$ cat config.mk
export PLATFORM = sky130hd
export DESIGN_NAME = key_debounce_events_flat
export DESIGN_NICKNAME = d
export VERILOG_FILES = /design/src/rtl/key_debounce_events_if.sv /design/src/rtl/key_debounce_events.sv /design/src/flat_wrapper.sv
export SDC_FILE = /design/constraint.sdc
export NUM_CORES = 1
export LEC_CHECK = 0
export ABC_AREA = 1
export BUFFER_PORTS_ARGS = -buffer_cell sky130_fd_sc_hd__buf_4
export CAP_MARGIN = 20
export CORE_ASPECT_RATIO = 0.6
export CORE_MARGIN = 2
export CORE_UTILIZATION = 59
export CTS_BUF_LIST = sky130_fd_sc_hd__clkbuf_4 sky130_fd_sc_hd__clkbuf_8 sky130_fd_sc_hd__clkbuf_16
export DETAILED_ROUTE_END_ITERATION = 10
export PLACE_DENSITY = 0.88
export SLEW_MARGIN = 40
export SYNTH_ARGS = -nofsm -noshare
export SYNTH_HDL_FRONTEND = slang
export SYNTH_SLANG_ARGS = --single-unit
$ cat constraint.sdc
create_clock -name CLOCK_50 -period 1.7 [get_ports CLOCK_50]
set_clock_uncertainty 0.05 [all_clocks]
set_input_delay 0.255 -clock CLOCK_50 [delete_from_list [all_inputs] [get_ports CLOCK_50]]
set_output_delay 0.255 -clock CLOCK_50 [all_outputs]
set_load 0.05 [all_outputs]
$ cat src/rtl/key_debounce_events_if.sv
// Press-event handshake bundle.
//   evt_valid : producer -> consumer, an event is presented
//   evt_key   : producer -> consumer, key index (0..3) of the presented event
//   evt_ready : consumer -> producer, event accepted on this edge when evt_valid=1
interface key_debounce_events_if;
  logic       evt_valid;
  logic [1:0] evt_key;
  logic       evt_ready;

  modport master (
    output evt_valid,
    output evt_key,
    input  evt_ready
  );

  modport slave (
    input  evt_valid,
    input  evt_key,
    output evt_ready
  );
endinterface

$ cat src/rtl/key_debounce_events.sv
// Four-key push-button front end: synchronizes and debounces the raw active-low
// KEY inputs, produces debounced levels plus press/release pulses, and queues
// press events into a single-entry valid/ready output stage.
//   CLOCK_50     : system clock
//   RESET_N      : asynchronous active-low reset
//   KEY[3:0]     : raw buttons, active-low, asynchronous
//   key_level    : debounced state, 1 = pressed
//   key_press    : one-cycle pulse on debounced press
//   key_release  : one-cycle pulse on debounced release
//   overflow     : sticky flag, a press arrived while the same key was already pending
//   overflow_clr : synchronous clear of overflow (a same-cycle set wins)
//   evt          : press-event handshake (evt_valid / evt_key / evt_ready)
module key_debounce_events #(
  parameter int unsigned DEBOUNCE_CYCLES = 16
) (
  input  logic                         CLOCK_50,
  input  logic                         RESET_N,
  input  logic [3:0]                   KEY,
  output logic [3:0]                   key_level,
  output logic [3:0]                   key_press,
  output logic [3:0]                   key_release,
  output logic                         overflow,
  input  logic                         overflow_clr,
  key_debounce_events_if.master        evt
);

  localparam int unsigned NKEYS = 4;
  localparam int unsigned CNT_W = $clog2(DEBOUNCE_CYCLES);
  localparam logic [CNT_W-1:0] CNT_LAST = CNT_W'(DEBOUNCE_CYCLES - 1);

  logic [NKEYS-1:0]            sync1;
  logic [NKEYS-1:0]            sync2;
  logic [NKEYS-1:0]            pressed_c;
  logic [NKEYS-1:0][CNT_W-1:0] cnt;
  logic [NKEYS-1:0][CNT_W-1:0] cnt_d;
  logic [NKEYS-1:0]            level_d;
  logic [NKEYS-1:0]            press_d;
  logic [NKEYS-1:0]            release_d;
  logic [NKEYS-1:0]            pending;
  logic [NKEYS-1:0]            pending_d;
  logic [NKEYS-1:0]            take;
  logic                        evt_valid_q;
  logic                        evt_valid_d;
  logic [1:0]                  evt_key_q;
  logic [1:0]                  evt_key_d;
  logic                        load_en;
  logic                        ovf_set;
  logic                        overflow_d;

  // Two-flop synchronizer; idles at 1 (released) out of reset
  always_ff @(posedge CLOCK_50 or negedge RESET_N) begin
    if (!RESET_N) begin
      sync1 <= '1;
      sync2 <= '1;
    end else begin
      sync1 <= KEY;
      sync2 <= sync1;
    end
  end

  assign pressed_c = ~sync2;

  // Per-key stability counter; the level flips only after DEBOUNCE_CYCLES
  // consecutive samples disagreeing with it, and any agreeing sample restarts.
  always_comb begin
    cnt_d     = cnt;
    level_d   = key_level;
    press_d   = '0;
    release_d = '0;
    for (int i = 0; i < NKEYS; i++) begin
      if (pressed_c[i] == key_level[i]) begin
        cnt_d[i] = '0;
      end else if (cnt[i] == CNT_LAST) begin
        cnt_d[i]     = '0;
        level_d[i]   = pressed_c[i];
        press_d[i]   = pressed_c[i];
        release_d[i] = ~pressed_c[i];
      end else begin
        cnt_d[i] = cnt[i] + CNT_W'(1);
      end
    end
  end

  // Output stage refills when empty or when its event is being transferred;
  // the lowest-index pending key wins.
  always_comb begin
    load_en     = !evt_valid_q || evt.evt_ready;
    take        = '0;
    evt_valid_d = evt_valid_q;
    evt_key_d   = evt_key_q;
    if (load_en) begin
      evt_valid_d = 1'b0;
      for (int i = NKEYS - 1; i >= 0; i--) begin
        if (pending[i]) begin
          take        = '0;
          take[i]     = 1'b1;
          evt_key_d   = 2'(i);
          evt_valid_d = 1'b1;
        end
      end
    end
    // A press is lost only if its key stays pending across this edge
    ovf_set    = |(key_press & pending & ~take);
    pending_d  = (pending & ~take) | key_press;
    overflow_d = overflow;
    if (ovf_set) begin
      overflow_d = 1'b1;
    end else if (overflow_clr) begin
      overflow_d = 1'b0;
    end
  end

  // State registers
  always_ff @(posedge CLOCK_50 or negedge RESET_N) begin
    if (!RESET_N) begin
      cnt         <= '0;
      key_level   <= '0;
      key_press   <= '0;
      key_release <= '0;
      pending     <= '0;
      evt_valid_q <= 1'b0;
      evt_key_q   <= '0;
      overflow    <= 1'b0;
    end else begin
      cnt         <= cnt_d;
      key_level   <= level_d;
      key_press   <= press_d;
      key_release <= release_d;
      pending     <= pending_d;
      evt_valid_q <= evt_valid_d;
      evt_key_q   <= evt_key_d;
      overflow    <= overflow_d;
    end
  end

  assign evt.evt_valid = evt_valid_q;
  assign evt.evt_key   = evt_key_q;

endmodule

$ cat src/flat_wrapper.sv
// flat-port wrapper written by rule: the top's interface ports become plain ports
module key_debounce_events_flat 
#(
  parameter int unsigned DEBOUNCE_CYCLES = 16
)
  (CLOCK_50, RESET_N, KEY, key_level, key_press, key_release, overflow, overflow_clr, evt_evt_valid, evt_evt_key, evt_evt_ready);
  key_debounce_events_if evt_i ();
  input  logic CLOCK_50;
  input  logic RESET_N;
  input  logic [3:0] KEY;
  output logic [3:0] key_level;
  output logic [3:0] key_press;
  output logic [3:0] key_release;
  output logic overflow;
  input  logic overflow_clr;
  output wire logic [$bits(evt_i.evt_valid)-1:0] evt_evt_valid;
  output wire logic [$bits(evt_i.evt_key)-1:0] evt_evt_key;
  input wire logic [$bits(evt_i.evt_ready)-1:0] evt_evt_ready;
  assign evt_evt_valid = evt_i.evt_valid;
  assign evt_evt_key = evt_i.evt_key;
  assign evt_i.evt_ready = evt_evt_ready;
  key_debounce_events #(.DEBOUNCE_CYCLES(DEBOUNCE_CYCLES)) u_core (.CLOCK_50(CLOCK_50), .RESET_N(RESET_N), .KEY(KEY), .key_level(key_level), .key_press(key_press), .key_release(key_release), .overflow(overflow), .overflow_clr(overflow_clr), .evt(evt_i));
endmodule
---- Word level (Yosys, flattened, before mapping) ----
Index checks and enable logic that the tools add are counted.
storage, ports and cells
  register bits ........................... 44
  word-level logic and storage cells ...... 91
operators by class
  $add $sub $neg .......................... 4
  equal/unequal tests ..................... 8
  mux-type cells .......................... 39
  bitwise gates (word level) .............. 14
  reduce and logical (&&, ||, !) cells .... 10
operators with widths
  operator               count
  $mux W4                13
  $mux W1                22
  $add A4 B1 Y4 const B  4
  $eq A4 B4 Y1 const B   4
  $and A4 B4 Y4          3
  $reduce_and A2 Y1      5
  $mux W2                4
  $not A1 Y1             8
  $not A4 Y4             2
  $eq A1 B1 Y1           4
  $or A4 B4 Y4           1
  $reduce_bool A4 Y1     1
  $reduce_or A4 Y1       1
  $reduce_bool A2 Y1     1
  $logic_not A1 Y1       1
  $logic_or A1 B1 Y1     1

---- Logic depth before layout (Yosys ltp) ----
Gate-level depths: netlist (run 1).
  depth in word-level cells ............... 9
  depth in mapped cells ................... 5

---- Worst setup path after synthesis (run 1) ----
OpenSTA, ideal clock, no wires.
  path type ............................... reg-to-reg
  start point ............................. register u_core.evt_valid_q (netlist: u_core.evt.evt_valid)
  end point ............................... register u_core.overflow
  setup time .............................. 69 ps
  arrival ................................. 1104 ps
  slack ................................... 477 ps
  cell stages (with the launch flop) ...... 5
  path buffers ............................ 0
  period minus slack after synthesis ...... 1223 ps
  cells stage by stage .................... dfrtp_1 > nand2_2 > nand3b_1 > nand3_1 > nand3_1
between the ends
  word-level cells in the longest chain between the ends .. 7
ends and longest elaborated chain
  item                                           RTL line                    RTL
  start, declared                                key_debounce_events.sv:42   logic evt_valid_q;
  start signal, assigned                         key_debounce_events.sv:130  evt_valid_q <= evt_valid_d;
  $logic_not A1 Y1 (*)                           key_debounce_events.sv:87   load_en = !evt_valid_q || evt.evt_ready;
  $logic_or A1 B1 Y1 (*)                         key_debounce_events.sv:87
  $mux W4 (*)                                    key_debounce_events.sv:91   if (load_en) begin
  $not A4 Y4 (*)                                 key_debounce_events.sv:103  ovf_set = |(key_press & pending & ~take);
  $and A4 B4 Y4 (*)                              key_debounce_events.sv:103
  $reduce_or A4 Y1 (*)                           key_debounce_events.sv:103
  $mux W1 or $reduce_bool A2 Y1 (tied branches)  --
  end signal, assigned                           key_debounce_events.sv:132  overflow <= overflow_d;
  end, declared                                  key_debounce_events.sv:22   output logic overflow,
Every way passes the cells marked *; elsewhere a longest branch is shown, timed or not.
A chain may end at the register's enable or synchronous reset.

---- Worst setup path in the final report (run 1) ----
  start point ............................. register u_core.key_level[0]
  end point ............................... output port key_level[0]
RTL lines
  item                    RTL line                    RTL
  start, declared         key_debounce_events.sv:19   output logic [3:0] key_level,
  start signal, assigned  key_debounce_events.sv:126  key_level <= level_d;
  end, declared           flat_wrapper.sv:11          output logic [3:0] key_level;
No word-level cell between the ends.

==> impl_results.md, run 1 <==
- Status: finished, final reports clean
- Worst Hold Class: input port to flip-flop
- Final core occ: between 70% and 80%
- Detailed-route via count: ~1,200
- Synth area leader: dfrtp_1
- Initial Utilization: 60.9%
- Clock power frac: 36.3%
- Drt pass-1 iters: 4
- Leak: between 1 and 1.5 nW
- Fin crit share: approximately 73%
- Worst Tran Pin Value: around 0.54 ns
- Distinct cells, synth: 20
- Layout cells sized above 1: 25.8%
- Seq pwr share: 58.8%
- Sw Share: a little over a fifth
- Psw: between 0.4 and 0.5 mW
- Crit path required time: between 1 and 1.5 ns
- Die area: roughly 0.0034 mm^2
- RSZ-0062 raised after global routing: no
- WL final: between 2000 and 3000 um
- Crit-path cells: buf_4
- Io pins: 24
- Met3 WL: about 98 um
- CTS tree: built
- Number of global-route vias before repair: roughly 1,100
- Final-report setup violation count: 0
- Most frequent cells in the layout: dfrtp_1, nor2_1, nand2_1, buf_4, inv_1
- FP Rows: 15
- Die Y-Extent: about 46 um
- Htree depth: 2
- Max-slew headroom: about 64%
- Clk slew on worst S/H paths: approximately 0.070 ns
- Critical Path End Type: output pin
- Largest delay share family, worst path: flip-flops
- Seq/Total Area, Yosys: 64.8%
- Chip width: approximately 74 um
- Post-Syn Area: roughly 0.0017 mm^2
- Hold Vio Cnt, Final: 0
- Max IR drop VDD: around 700 uV
- Fmax: between 800 and 900 MHz
- Comb power frac: 4.9%
- Largest net degree at the start of global routing: 45
- Area Growth Syn to Fin: 18.8%
- Final min period: approximately 1.2 ns
- CORE AREA: around 0.0028 mm^2
- Worst EP arrival: approximately 0.93 ns
- Synth top area share: between 50% and 60%
- DPL Wire Length: 2180 um
- Yosys warns: 0
- Syn avg cell area: 10.6 um^2
- Syn Nets: 174
- Setup TNS: 0 ns
- CTS Sinks: 44
- Post-route ant nets: 0
- Fillers: roughly 200
- Root Driver: clkbuf_8
- Final #Nets: 205
- FF+latch count, synth: between 40 and 50
- GRT Total Usage: roughly 20%
- CTS hold repair buffers: 1
- GPL Wtd Cong: between 0.7 and 0.8
- Post_cts resized: 0
- Initial antenna violation count: 0
- Multi-input logic area: around 560 um^2
- N_diodes: 0
- Port bufs: 23
- Routed metal-1 wire length: between 1000 and 1500 um
- Num CTS Buffers: 5
- Metal2 WL: 1440 um
- R2r setup slk: 0.56 ns
- Final slew viol count: 0
- CTS Buffer Depth: 2
- First-pass GRT wire length: about 4700 um
- Synth area leaders: dfrtp_1, dfstp_2, nor2_1, nand2_1, ha_1
- Max capacitance violation total: 0
- Setup Fix Bufs, Post-CTS: 0
- Critical path's largest stage delay: around 0.42 ns
- Clk_lat worst skew: a little under 0.3 ns
- Critical-path maximum fanout: 4
- DRC errors left: 0
- Kind of critical path: flip-flop to output pin
- Initial drt markers: between 90 and 100
- Worst hold slack: 0.0205 ns
- Crit path max-delay cell type: dfrtp_1
- Reg area: 0.00111 mm^2
- Most common cell after layout, fill and taps aside: dfrtp_1
- Int Power: between 1 and 1.5 mW
- Wire length per cell: about 13 um
- Crit start category: flip-flop
- Vias per cell: approximately 5.0
- GRT overflow: 0
- Synth Instances: about 160
- DR top layer: met4
- Buf+Inv Stages, Crit Path: 1
- Power per cell area: between 900 and 1000 mW/mm^2
layout make-up:
cell class	count	share of cell area, %
Clock buffer	8	4.79
Inverter	12	2.21
Multi-Input combinational cell	106	27.4
Sequential cell	44	54.5
Tap cell	34	2.09
Timing Repair Buffer	24	8.96
power by group through the flow:
stage / Combinational [mW] / Clock, mW / Sequential, mW
5_1_grt: 0.107 / 0.750 / 1.11
3_3_place_gp: 0.0836 / 0 / 1.13
6_report: 0.0921 / 0.684 / 1.11
4_1_cts: 0.0948 / 0.701 / 1.11
3_5_place_dp: 0.0921 / 0 / 1.13
2_1_floorplan: 0.0461 / 0 / 1.12
cells in the mapped netlist:
cell and instances:
a21o_1 2, nand4_1 1, nand3_1 8, nor2_1 31
o21ai_1 1, xor2_1 4, o21bai_1 1, ha_1 4
dfrtp_1 36, inv_1 12, or2_1 5, nor3b_1 4
dfstp_2 8, nand2_2 2, o21ai_0 4, nand3b_1 1
nand2_1 27, nor2_2 5, nand3_2 4, a21oi_1 2
worst reg2reg max path, cell delays in order, from the launching register on:
cell	delay [ns]
dfrtp_1	0.37
ha_1	0.21
nand3_2	0.11
or2_1	0.24
nor2_2	0.09
logic make-up (layout without fill, tap and decap cells):
family          Yosys count  after routing  share of synthesized area (%)
fa+ha+maj                 4              4                           2.92
compound gates           10             10                           3.35
buf+inv                  12             44                           2.63
flops                    44             44                           64.8
simple gates             88             88                           24.3
xor+xnor                  4              4                           2.04
through the flow:
stage,power (mW),setup slack (ns),cell area [um^2],instances
finish,1.89,0.464,2040,228
CTS,1.91,0.447,2040,228
detailed placement,1.22,0.576,1930,219
floorplan,1.17,0.477,1720,162
global route,1.97,0.417,2040,228
global placement,1.21,0.612,1930,219
routing by layer:
metal  up-vias  track usage, %
met5         -               0
met2        22            34.8
met1       545            22.9
met3         6            6.64
met4         0            10.9
li1        577               -
state kept, by name, indices dropped and copies added (netlist names):
| register | count |
|---|---|
| u_core.cnt | 16 |
| u_core.evt.evt_key | 2 |
| u_core.evt.evt_valid | 1 |
| u_core.key_level | 4 |
| u_core.key_press | 4 |
| u_core.key_release | 4 |
| u_core.overflow | 1 |
| u_core.pending | 4 |
| u_core.sync1 | 4 |
| u_core.sync2 | 4 |
path summary, 6_finish.rpt:
check / cells after the start / from / end
hold reg to reg: 0 / u_core.sync1[0]$_DFF_PN1_ / u_core.sync2[0]$_DFF_PN1_
setup reg to reg: 4 / u_core.cnt[4]$_DFF_PN0_ / u_core.key_press[1]$_DFF_PN0_
setup / recovery: 1 / u_core.key_level[0]$_DFFE_PN0P_ / key_level[0]
max in group asynchronous: 2 / RESET_N / u_core.sync1[0]$_DFF_PN1_
hold / removal: 1 / KEY[1] / u_core.sync1[1]$_DFF_PN1_
min in group asynchronous: 2 / RESET_N / u_core.cnt[8]$_DFF_PN0_
Power figures use the tool's default switching activity.
==> inputs of run 2 (changes only) <==
CORE_UTILIZATION = 55   (was 59)
PLACE_DENSITY = 0.83   (was 0.88)
clock period = 1.2 ns   (was 1.7 ns; I/O delays follow)
==> impl_results.md, run 2 (synthesized netlist as in run 1, its figures left out) <==
- Critical Path End Type: output pin (unchanged)
- GRT overflow: 0 (unchanged)
- Worst Hold Class: input port to flip-flop (unchanged)
- Most frequent cells in the layout: dfrtp_1, nor2_1, nand2_1, buf_4, inv_1 (unchanged)
- Initial antenna violation count: 0 (unchanged)
- Post-route cell area: 0.00215 mm^2 (was 0.00204 mm^2)
- Placed cell areas: 0.00194 mm^2 (was 0.00193 mm^2)
- Htree depth: 2 (unchanged)
- Max IR drop VDD: 1030 uV (was 699 uV)
- Critical path's largest stage delay: 0.40 ns (was 0.42 ns)
- CORE AREA: 0.00293 mm^2 (was 0.00282 mm^2)
- Crit path max-delay cell type: dfrtp_1 (unchanged)
- Port bufs: 23 (unchanged)
- Largest register by flop count: u_core.cnt (unchanged)
- DPL Wire Length: 2070 um (was 2180 um)
- Fin crit share: between 90% and 100%
- Crit start category: flip-flop (unchanged)
- Detailed-route via count: 1,177 (was 1,150)
- Int Power: 2.34 mW (was 1.49 mW)
- CTS tree: built (unchanged)
- Final slew viol count: 0 (unchanged)
- Area Growth Syn to Fin: 25.1% (was 18.8%)
- Crit path required time: 0.97 ns (was 1.39 ns)
- Clk_lat worst skew: 0.29 ns (about the same)
- GRT Total Usage: 18.0% (was 20.2%)
- N_diodes: 0 (unchanged)
- Status: finished, final reports clean (unchanged)
- Max reg flops: 16 (unchanged)
- Power per cell area: 1360 mW/mm^2 (was 925 mW/mm^2)
- Num CTS Buffers: 5 (unchanged)
- Psw: 0.572 mW (was 0.401 mW)
- FP Rows: 15 (unchanged)
- Initial drt markers: 57 (was 93)
- Fmax: 876 MHz
- Chip width: 76.1 um (was 73.6 um)
- CTS Buffer Depth: 2 (unchanged)
- Final-report setup violation count: 0 (unchanged)
- Final min period: between 1 and 1.5 ns
- Io pins: 24 (unchanged)
- Buf+Inv Stages, Crit Path: 1 (unchanged)
- Number of global-route vias before repair: 1,107 (was 1,116)
- Max-slew headroom: 65.6% (was 64.0%)
- DRC errors left: 0 (unchanged)
- Critical-path maximum fanout: 4 (unchanged)
- Sw Share: 19.6% (was 21.2%)
- Initial Utilization: 58.6% (was 60.9%)
- Kind of critical path: flip-flop to output pin (unchanged)
- Post-route ant nets: 0 (unchanged)
- Leak: 1.11 nW (was 1.08 nW)
- Worst EP arrival: 0.91 ns (was 0.93 ns)
- Most common cell after layout, fill and taps aside: dfrtp_1 (unchanged)
- Crit-path cells: buf_4 (unchanged)
- WL final: 2830 um (was 2950 um)
- Max capacitance violation total: 0 (unchanged)
- Largest net degree at the start of global routing: 45 (unchanged)
- CTS Sinks: 44 (unchanged)
- Die Y-Extent: 47.3 um (was 45.8 um)
- First-pass GRT wire length: 4750 um (about the same)
- Wire length per cell: 11.7 um (was 12.9 um)
- Final #Nets: 210 (was 205)
- Die area: 0.00360 mm^2 (was 0.00337 mm^2)
- Drt pass-1 iters: 4 (unchanged)
- Vias per cell: 4.88 (was 5.04)
- Clock power frac: 40.9% (was 36.3%)
- Clk slew on worst S/H paths: 0.07 ns (about the same)
- Worst Tran Pin Value: 0.515 ns (was 0.541 ns)
- Comb power frac: 5.0% (was 4.9%)
- Setup TNS: 0 ns (unchanged)
- Seq pwr share: 54.1% (was 58.8%)
- Layout cells sized above 1: 28.1% (was 25.8%)
- Largest delay share family, worst path: flip-flops (unchanged)
- Root Driver: clkbuf_8 (unchanged)
- Hold Vio Cnt, Final: 0 (unchanged)
- GPL Wtd Cong: 0.820 (was 0.793)
==> run 2: layout make-up <==
cell class	count	area, um^2
Inverter	12	45.0
Tap cell	42	52.6
Clock inverter	1	30.0
Timing Repair Buffer	29	230
Fill cell	222	782
Sequential cell	44	1110
Clock buffer	7	96.3
Multi-Input combinational cell	106	579
==> run 2: final timing paths <==
check	slack (ns)	from	endpoint	cells after the start
worst max-delay path	0.06	u_core.key_level[0]$_DFFE_PN0P_	key_level[0]	1
worst min-delay path	0.21	evt_evt_ready	u_core.evt.evt_valid$_DFFE_PN0N_	4
worst max register to register	0.06	u_core.cnt[12]$_DFF_PN0_	u_core.key_press[3]$_DFF_PN0_	4
worst min register to register	0.31	u_core.sync1[1]$_DFF_PN1_	u_core.sync2[1]$_DFF_PN1_	0
max in group asynchronous	0.36	RESET_N	u_core.evt.evt_valid$_DFFE_PN0N_	2
min in group asynchronous	0.36	RESET_N	u_core.cnt[9]$_DFF_PN0_	2
==> run 2: metal layers <==
metal,share of wire (%),global-route usage (%)
met3,6.5,6.92
met5,0,0
met2,49,33.9
met4,1.3,6.55
met1,43,19.7
==> run 2: power by group through the flow <==
stage | Clock, mW | Combinational, mW | Sequential, mW
final | 1.19 | 0.146 | 1.57
after global routing | 1.29 | 0.169 | 1.58
after CTS | 1.22 | 0.140 | 1.57
after detailed placement | 0 | 0.126 | 1.60
after global placement | 0 | 0.119 | 1.59
after floorplan | 0 | 0.0653 | 1.59
==> run 2: per-stage QoR <==
stage / setup slack (ns) / hold WS (ns) / power, mW / cells / util (%)
finish: 0.0579 / 0.212 / 2.91 / 241 / 73.3
global route: -0.000913 / 0.227 / 3.04 / 241 / 73.3
CTS: 0.00181 / 0.202 / 2.93 / 240 / 72.4
detailed placement: 0.0195 / 0.142 / 1.73 / 227 / 66.3
global placement: 0.109 / 0.139 / 1.71 / 227 / 66.3
floorplan: 0.00947 / -0.166 / 1.66 / 162 / -
==> run 2: timing repair <==
item                                    CTS  global route
resized for setup                         0             6
hold endpoints to repair                 40             0
setup buffers                             0             1
hold buffers                              5             0
endpoints found under the setup margin    0             7
==> inputs of run 3 (changes only) <==
==> constraint.sdc (replaced) <==
create_clock -name CLOCK_50 -period 1.15 [get_ports CLOCK_50]
set_clock_uncertainty 0.05 [all_clocks]
set_input_delay 0.1725 -clock CLOCK_50 [delete_from_list [all_inputs] [get_ports CLOCK_50]]
set_output_delay 0.1725 -clock CLOCK_50 [all_outputs]
set_load 0.01 [all_outputs]
==> impl_results.md, run 3 (synthesized netlist as in run 1, its figures left out) <==
- FF-to-FF Start: u_core.cnt[0]$_DFF_PN0_ (was u_core.cnt[12]$_DFF_PN0_)
- WL final: 3330 um (was 2830 um)
- Max-slew headroom: 65.1% (was 65.6%)
- Final core occ: 76.2% (was 73.3%)
- Worst Hold Class: input port to flip-flop (unchanged)
- CTS tree: built (unchanged)
- Final-report setup violation count: 0 (unchanged)
- Crit-path cells: ha_2 > nand3_2 > or2_4 > nor2_2 (was buf_4)
- Most frequent cells in the layout: dfrtp_1, buf_4, nor2_1, nand2_1, inv_1 (was dfrtp_1, nor2_1, nand2_1, buf_4, inv_1)
- Worst Tran Pin Value: 0.524 ns (was 0.515 ns)
- Htree depth: 2 (unchanged)
- DPL Wire Length: 2200 um (was 2070 um)
- DRC errors left: 0 (unchanged)
- Hold Startpoint: evt_evt_ready (unchanged)
- Initial Utilization: 58.6% (unchanged)
- Reg area: 0.00111 mm^2 (unchanged)
- Io pins: 24 (unchanged)
- Die area: 0.00360 mm^2 (unchanged)
- Multi-input logic area: 639 um^2 (was 579 um^2)
- Hold Vio Cnt, Final: 0 (unchanged)
- Kind of critical path: flip-flop to flip-flop (was flip-flop to output pin)
- Critical Path End Type: flip-flop (was output pin)
- Final min period: about 1.1 ns
- Fillers: 198 (was 222)
- First-pass GRT wire length: 4820 um (was 4750 um)
- R2r setup slk: 0.01 ns (was 0.06 ns)
- Status: finished, final reports clean (unchanged)
- N_diodes: 0 (unchanged)
- CTS Buffer Depth: 2 (unchanged)
- Die Y-Extent: 47.3 um (unchanged)
- Hold path endpoint: u_core.pending[0]$_DFF_PN0_ (was u_core.evt.evt_valid$_DFFE_PN0N_)
- Root Driver: clkbuf_8 (unchanged)
- Detailed-route via count: 1,251 (was 1,177)
- Hold path cells: 4 (unchanged)
- Fmax: 879 MHz
- Max IR drop VDD: 857 uV (was 1030 uV)
- Buf+Inv Stages, Crit Path: 0 (was 1)
- Crit start category: flip-flop (unchanged)
- Placed cell areas: 0.00194 mm^2 (about the same)
- Critical path's largest stage delay: 0.36 ns (was 0.40 ns)
- FP Rows: 15 (unchanged)
- GRT Total Usage: 18.7% (was 18.0%)
- GRT overflow: 0 (unchanged)
- Layout cells sized above 1: 35.9% (was 28.1%)
- Port bufs: 23 (unchanged)
- Final #Nets: 217 (was 210)
- Crit path max-delay cell type: dfrtp_1 (unchanged)
- Clk_lat worst skew: 0.30 ns (was 0.29 ns)
- Reg2reg end: u_core.key_press[0]$_DFF_PN0_ (was u_core.key_press[3]$_DFF_PN0_)
- Clk slew on worst S/H paths: 0.08 ns (was 0.07 ns)
- CORE AREA: 0.00293 mm^2 (unchanged)
- Area Growth Syn to Fin: 30.0% (was 25.1%)
- Final slew viol count: 0 (unchanged)
- GPL Wtd Cong: 0.827 (was 0.820)
- Drt pass-1 iters: 5 (was 4)
- Max capacitance violation total: 0 (unchanged)
- Crit path required time: 1.34 ns (was 0.97 ns)
- Largest delay share family, worst path: simple AND/OR/NAND/NOR gates (was flip-flops)
- Largest register by flop count: u_core.cnt (unchanged)
- Leak: 1.13 nW (was 1.11 nW)
- Reg2Reg Depth: 4 (unchanged)
- Chip width: 76.1 um (unchanged)
- Largest net degree at the start of global routing: 45 (unchanged)
- Initial drt markers: 69 (was 57)
- Max reg flops: 16 (unchanged)
- Post-route ant nets: 0 (unchanged)
- Critical-path maximum fanout: 4 (unchanged)
- Worst EP arrival: 1.33 ns (was 0.91 ns)
- Setup TNS: 0 ns (unchanged)
- Power per cell area: 1290 mW/mm^2 (was 1360 mW/mm^2)
- Post-route cell area: 0.00223 mm^2 (was 0.00215 mm^2)
- Num CTS Buffers: 5 (unchanged)
- Initial antenna violation count: 0 (unchanged)
- RSZ-0062 raised after global routing: yes
- Worst hold slack: 0.199 ns (was 0.212 ns)
- Most common cell after layout, fill and taps aside: dfrtp_1 (unchanged)
- Wire length per cell: 13.4 um (was 11.7 um)
- Vias per cell: 5.04 (was 4.88)
- Fin crit share: a little under 100%
- CTS Sinks: 44 (unchanged)
- Number of global-route vias before repair: 1,101 (was 1,107)
==> run 3: how the worst max path moves through the flow <==
| stage | start | slack, ns | cells after the start | endpoint |
|---|---|---|---|---|
| finish | u_core.cnt[0]$_DFF_PN0_ | 0.01 | 4 | u_core.key_press[0]$_DFF_PN0_ |
| global route | u_core.cnt[1]$_DFF_PN0_ | -0.04 | 4 | u_core.key_press[0]$_DFF_PN0_ |
| CTS | u_core.cnt[0]$_DFF_PN0_ | 0.006 | 4 | u_core.key_press[0]$_DFF_PN0_ |
| detailed placement | u_core.sync2[3]$_DFF_PN1_ | -0.003 | 3 | u_core.cnt[15]$_DFF_PN0_ |
| global placement | u_core.sync2[3]$_DFF_PN1_ | 0.03 | 3 | u_core.cnt[15]$_DFF_PN0_ |
| floorplan | u_core.cnt[0]$_DFF_PN0_ | 0.11 | 4 | u_core.key_press[0]$_DFF_PN0_ |
==> run 3: power by group <==
group | leakage (nW) | internal (mW) | switching, mW
clock network | 0.0523 | 0.537 | 0.500
logic | 0.511 | 0.0983 | 0.0988
registers | 0.570 | 1.61 | 0.0455
==> run 3: per-stage QoR <==
stage	total power, mW	std cells	setup WS [ns]
5_1_grt	2.99	248	-0.0403
3_5_place_dp	1.80	227	-0.00308
3_3_place_gp	1.79	227	0.0335
6_report	2.88	248	0.0127
4_1_cts	2.84	240	0.00617
2_1_floorplan	1.73	162	0.113
==> run 3: final cells by class <==
| type | count | area share (%) |
|---|---|---|
| flip-flops and latches | 44 | 49.9 |
| multi-input cells | 106 | 28.7 |
| repair buffers | 36 | 12.7 |
| clock buffers | 8 | 4.38 |
| well taps | 42 | 2.36 |
| inverters | 12 | 2.02 |
==> run 3: layer usage <==
layer  GRT usage (%)  vias up  wire [um]
li1                -      597          -
met1            19.9      610       1450
met2            34.5       32       1630
met3            5.58       12        163
met4            13.1        0         91
met5               0        -          0
==> run 3: what timing repair did <==
action / 4_1_cts / 5_1_grt
pin swaps: 1 / 5
resized for setup: 7 / 18
endpoints found under the hold margin: 40 / 0
setup buffers: 0 / 8
hold buffers: 5 / 0
setup endpoints to repair: 6 / 23
==> run 3: worst register-to-register path, delay by kind of cell, from the launching register on <==
| family | cells | cell delay, ns |
|---|---|---|
| flip-flops | 1 | 0.36 |
| AND/OR/NAND/NOR | 3 | 0.46 |
| adder cells (fa/ha/maj) | 1 | 0.21 |
